**config.mk**
```make
export PLATFORM = sky130hd
export DESIGN_NAME = reset_clear_sequencer
export DESIGN_NICKNAME = d
export VERILOG_FILES = /design/src/rtl/rstseq_pkg.sv /design/src/rtl/rstseq_debounce.sv /design/src/rtl/reset_clear_sequencer.sv
export SDC_FILE = /design/constraint.sdc
export NUM_CORES = 1
export LEC_CHECK = 0
export ABC_AREA = 1
export BUFFER_PORTS_ARGS = -buffer_cell sky130_fd_sc_hd__buf_2
export CORE_ASPECT_RATIO = 1.4
export CORE_MARGIN = 2
export CORE_UTILIZATION = 45
export CTS_BUF_LIST = sky130_fd_sc_hd__clkbuf_4
export DETAILED_ROUTE_END_ITERATION = 10
export HOLD_SLACK_MARGIN = 0.03
export PLACE_DENSITY = 0.77
export SLEW_MARGIN = 40
export SYNTH_ARGS = -nofsm -noshare
export SYNTH_HDL_FRONTEND = slang
export SYNTH_HIERARCHICAL = 1
export SYNTH_SLANG_ARGS = --single-unit
```
**constraint.sdc**
```tcl
create_clock -name clk -period 2.28 [get_ports clk]
set_clock_uncertainty 0.05 [all_clocks]
set_input_delay 0.114 -clock clk [delete_from_list [all_inputs] [get_ports clk]]
set_output_delay 0.114 -clock clk [all_outputs]
set_load 0.005 [all_outputs]
```
**src/rtl/rstseq_pkg.sv**
```systemverilog
// rstseq_pkg: shared state encoding and widths for the reset/clear sequencer
package rstseq_pkg;

    typedef enum logic [1:0] {ST_START, ST_CLEAR, ST_HOLD, ST_RUN} state_t;

    localparam int RC_W = 8;

endpackage

```
**src/rtl/rstseq_debounce.sv**
```systemverilog
// rstseq_debounce: two-flop synchroniser for one reset source, optionally debounced (RSTSEQ_DEBOUNCE_EN)
module rstseq_debounce #(
    parameter int DEB_CYCLES = 1024
) (
    input  logic clk,
    input  logic reset,
    input  logic req,
    output logic lvl
);

    logic s1_q, s2_q;

    if (DEB_CYCLES < 1) begin : g_bad_deb
        $error("rstseq_debounce: DEB_CYCLES must be >= 1");
    end

    // bring the asynchronous request into the clk domain
    always_ff @(posedge clk or posedge reset) begin
        if (reset) begin
            s1_q <= 1'b0;
            s2_q <= 1'b0;
        end else begin
            s1_q <= req;
            s2_q <= s1_q;
        end
    end

`ifdef RSTSEQ_DEBOUNCE_EN
    localparam int CW = DEB_CYCLES > 1 ? $clog2(DEB_CYCLES) : 1;

    logic          lvl_q, lvl_d;
    logic [CW-1:0] cnt_q, cnt_d;
    logic          expire;

    assign expire = cnt_q == CW'(DEB_CYCLES - 1);

    // count consecutive cycles the synchronised level disagrees with the output; flip once the window is full
    always_comb begin
        lvl_d = (s2_q != lvl_q && expire) ? s2_q : lvl_q;
        cnt_d = (s2_q == lvl_q || expire) ? '0 : cnt_q + CW'(1);
    end

    // debounce state
    always_ff @(posedge clk or posedge reset) begin
        if (reset) begin
            lvl_q <= 1'b0;
            cnt_q <= '0;
        end else begin
            lvl_q <= lvl_d;
            cnt_q <= cnt_d;
        end
    end

    assign lvl = lvl_q;
`else
    assign lvl = s2_q;
`endif

endmodule

```
**src/rtl/reset_clear_sequencer.sv**
```systemverilog
// reset_clear_sequencer: merges reset sources into a core reset with optional memory clear sweep and hold (RSTSEQ_DEBOUNCE_EN adds debounce)
module reset_clear_sequencer
    import rstseq_pkg::*;
#(
    parameter int NUM_SRC     = 4,
    parameter int CLR_AW      = 17,
    parameter int HOLD_CYCLES = 16,
    parameter int DEB_CYCLES  = 1024,
    localparam int SRC_W      = NUM_SRC > 1 ? $clog2(NUM_SRC) : 1
) (
    input  logic               clk,
    input  logic               reset,
    input  logic [NUM_SRC-1:0] src_req,
    input  logic [NUM_SRC-1:0] src_mask,
    input  logic               clr_en,
    output logic               core_reset,
    output logic               clr_we,
    output logic [CLR_AW-1:0]  clr_addr,
    output logic               busy,
    output logic [SRC_W-1:0]   last_src,
    output logic               por_flag,
    output logic [RC_W-1:0]    reset_count
);

    localparam int HW = HOLD_CYCLES > 1 ? $clog2(HOLD_CYCLES) : 1;

    if (NUM_SRC < 1 || NUM_SRC > 8 || CLR_AW < 1 || HOLD_CYCLES < 1) begin : g_bad_param
        $error("reset_clear_sequencer: parameter out of range");
    end

    state_t             state_q, state_d;
    logic [CLR_AW-1:0]  addr_q, addr_d;
    logic [HW-1:0]      hold_q, hold_d;
    logic [SRC_W-1:0]   last_q, last_d;
    logic               por_q, por_d;
    logic [RC_W-1:0]    cnt_q, cnt_d;
    logic [NUM_SRC-1:0] lvl, q;
    logic [SRC_W-1:0]   first_idx;
    logic               any_q;

    for (genvar i = 0; i < NUM_SRC; i++) begin : g_src
        rstseq_debounce #(.DEB_CYCLES(DEB_CYCLES)) u_deb (
            .clk   (clk),
            .reset (reset),
            .req   (src_req[i]),
            .lvl   (lvl[i])
        );
    end

    assign q     = lvl & src_mask;
    assign any_q = |q;

    // lowest-index active source wins when several fire together
    always_comb begin
        first_idx = '0;
        for (int i = NUM_SRC - 1; i >= 0; i--)
            if (q[i]) first_idx = SRC_W'(i);
    end

    // sequencing: a request seen during CLEAR/HOLD pins that phase at its start
    always_comb begin
        state_d = state_q;
        addr_d  = '0;
        hold_d  = (state_q != ST_HOLD || any_q) ? HW'(HOLD_CYCLES - 1) : hold_q - HW'(1);
        last_d  = last_q;
        por_d   = por_q;
        cnt_d   = cnt_q;
        case (state_q)
            ST_START: state_d = clr_en ? ST_CLEAR : ST_HOLD;
            ST_CLEAR: begin
                addr_d  = any_q ? '0 : addr_q + CLR_AW'(1);
                state_d = (!any_q && &addr_q) ? ST_HOLD : ST_CLEAR;
            end
            ST_HOLD:  state_d = (!any_q && hold_q == '0) ? ST_RUN : ST_HOLD;
            ST_RUN: begin
                if (any_q) begin
                    state_d = ST_START;
                    last_d  = first_idx;
                    por_d   = 1'b0;
                    cnt_d   = &cnt_q ? cnt_q : cnt_q + RC_W'(1);
                end
            end
        endcase
    end

    // sequencer registers
    always_ff @(posedge clk or posedge reset) begin
        if (reset) begin
            state_q <= ST_START;
            addr_q  <= '0;
            hold_q  <= HW'(HOLD_CYCLES - 1);
            last_q  <= '0;
            por_q   <= 1'b1;
            cnt_q   <= '0;
        end else begin
            state_q <= state_d;
            addr_q  <= addr_d;
            hold_q  <= hold_d;
            last_q  <= last_d;
            por_q   <= por_d;
            cnt_q   <= cnt_d;
        end
    end

    assign core_reset  = state_q != ST_RUN;
    assign busy        = state_q != ST_RUN;
    assign clr_we      = state_q == ST_CLEAR;
    assign clr_addr    = addr_q;
    assign last_src    = last_q;
    assign por_flag    = por_q;
    assign reset_count = cnt_q;

endmodule
```
==> impl_metrics.json <==
{
  "status": "finished clean",
  "layout-drive-gt1-share_pct": 24.4,
  "cts.clk_slew.worst_paths_ns": 0.13,
  "area_growth_pct": 18.5,
  "antenna_left": 0,
  "cts_tree": "done",
  "grt_pass1_wl_um": 7650,
  "rsz0062_at_grt": "no",
  "grt_usage_pct": 18.1,
  "hold_path_class": "input pin to flip-flop",
  "fmax_mhz": 556,
  "vias": 1773,
  "yosys_register_bits": 42,
  "syn_area_um2": 2140,
  "setup_viol": 0,
  "finalHoldViolCount": 0,
  "worstPathRequired_ns": 2.47,
  "fp.dieH_um": 85.5,
  "dp_hpwl_um": 3240,
  "first_global_vias": 1749,
  "wirelength_um": 4280,
  "wl_per_cell_um": 11.6,
  "utilization_pct": 55.8,
  "ys.warnings.count": 6,
  "crit_type": "flip-flop to flip-flop",
  "holdWs_ns": 0.0703,
  "power.leakage_nw": 1.29,
  "setup_tns_ns": 0,
  "ff2ff_setup_slack_ns": 0.48,
  "clkSinkCount": 42,
  "powerDensity_nw_per_um2": 726,
  "cts_setup_buffers": 0,
  "clockBufferDepth": 2,
  "cts_buffers": 5,
  "antenna_cells": 0,
  "cts_root_buf": "clkbuf_4",
  "h-tree-depth": 2,
  "syn_area_per_cell_um2": 8.44,
  "ys_seq_area_share_pct": 49.5,
  "stdcell_count": 370,
  "drt-vias-per-instance": 4.79,
  "synth_nets": 269,
  "die_area_um2": 5320,
  "dr.first_iter.drc_count": 88,
  "ys_types": 34,
  "finalMaxSlewViolations": 0,
  "min_period_ns": 1.80,
  "grt_max_degree": 35,
  "antenna_found_initial": 0,
  "dp.cells": 355,
  "io_buffers": 41,
  "path_max_fanout": 5,
  "start_kind": "flip-flop",
  "vdd_ir_drop_max_v": 0.000446,
  "drc": 0,
  "min_period_over_period_pct": 78.8,
  "fp.coreArea_um2": 4540,
  "n_fill_cell": 439,
  "num_rows": 29,
  "place_congestion": 0.938,
  "netlist_instances": 253,
  "end_kind": "flip-flop",
  "arrival_ns": 1.99,
  "slew_headroom_pct": 70.4,
  "worst_slew_pin_slew_ns": 0.444,
  "first_pass_iters": 4,
  "gr-total-overflow": 0,
  "start_util_pct": 47.1,
  "cap_violations": 0,
  "clk-insertion-delay-late_ns": 0.35,
  "fin_nets": 323,
  "die_w_um": 62.2,
  "io_pins": 42
}
==> per-layer routing <==
layer / up-vias / wire (um) / GRT usage [%]
met1: 816 / 1760 / 20.3
li1: 890 / - / -
met3: 12 / 253 / 3.94
met4: 0 / 95 / 7.88
met2: 55 / 2170 / 33.2
met5: - / 0 / 0
==> cells by family after synthesis <==
logic type | synth area share [%]
XOR/XNOR | 3.28
flip-flops | 49.5
AND/OR/NAND/NOR | 30.7
buffers and inverters | 7.62
adder cells (fa/ha/maj) | 2.93
AO/OA/AOI/OAI | 5.98
==> area by class of cell <==
class | count | area, um^2 | area share (%)
inverter | 38 | 144 | 5.68
tap | 62 | 77.6 | 3.06
multi-input combinational | 171 | 916 | 36.2
clock inverter | 3 | 16.3 | 0.643
timing repair buffer | 49 | 283 | 11.2
sequential | 42 | 1060 | 41.8
clock buffer | 5 | 37.5 | 1.48
==> state kept, by name, summed over array words and instances, names as in the netlist <==
register	flops
g_src.u_deb/s1_q	4
hold_q	4
clr_addr	17
reset_count	8
por_flag	1
last_src	2
g_src.u_deb/lvl	4
state_q	2
==> cells in the mapped netlist (all sizes together) <==
library cell,number,area share (%)
a21boi,1,0.35
a21o,1,0.35
a21oi,4,0.94
a31oi,1,0.29
buf,2,0.88
clkinv,1,0.23
dfrtp,37,43
dfstp,5,6.2
ha,5,2.9
inv,37,6.5
nand2,78,15
nand3,10,2.3
nand3b,1,0.35
nand4,2,0.59
nor2,37,8.3
nor3,8,3.1
nor3b,2,0.94
o211ai,1,0.35
o21ai,10,3.0
o21bai,1,0.35
o22ai,1,0.29
xnor2,4,1.6
xor2,4,1.6
==> final timing paths <==
path | start | to | cells after the start
setup reg to reg | clr_addr[0] | state_q[0] | 9
setup / recovery | clr_addr[0] | state_q[0] | 9
hold / removal | src_mask[1] | last_src[0] | 5
max in group asynchronous | reset | hold_q[1] | 4
hold reg to reg | g_src[2].u_deb/s1_q | g_src[2].u_deb/lvl | 0
min in group asynchronous | reset | g_src[2].u_deb/s1_q | 3
==> report_power, final <==
part	internal (mW)	switching [mW]
combinational	0.219	0.298
sequential	0.850	0.117
clock	0.115	0.240
==> placed cells by master, fill, tap and decap left out, types with 6 or more instances in the layout <==
master         Yosys  final
buf_2              0     41
dlygate4sd3_1      0      7
inv_1             34     34
o21ai_0            6      6
nand2_1           74     74
dfrtp_1           37     37
nand3_1           10     10
nor2_1            33     33
==> timing repair <==
action | 4_1_cts | 5_1_grt
hold buffers | 7 | 0
hold endpoints to repair | 44 | 0
gates resized for setup | 0 | 0
==> critical path: stages, from the launching register on <==
cell     delay [ns]
dfrtp_1        0.42
ha_1           0.23
nand3_1        0.17
nor3_2         0.21
nand3_1        0.11
nor2_1         0.11
ha_1           0.15
nand2_1        0.07
nand2_1        0.08
nand4_1        0.09
==> per-stage QoR <==
| step | power [mW] | worst slack [ns] | instance area (um^2) |
|---|---|---|---|
| after floorplan | 1.33 | 0.697 | 2140 |
| after global placement | 1.48 | 0.607 | 2410 |
| after detailed placement | 1.50 | 0.481 | 2410 |
| after CTS | 1.87 | 0.468 | 2530 |
| after global routing | 1.98 | 0.273 | 2530 |
| final | 1.84 | 0.482 | 2530 |
Power figures use the tool's default switching activity.
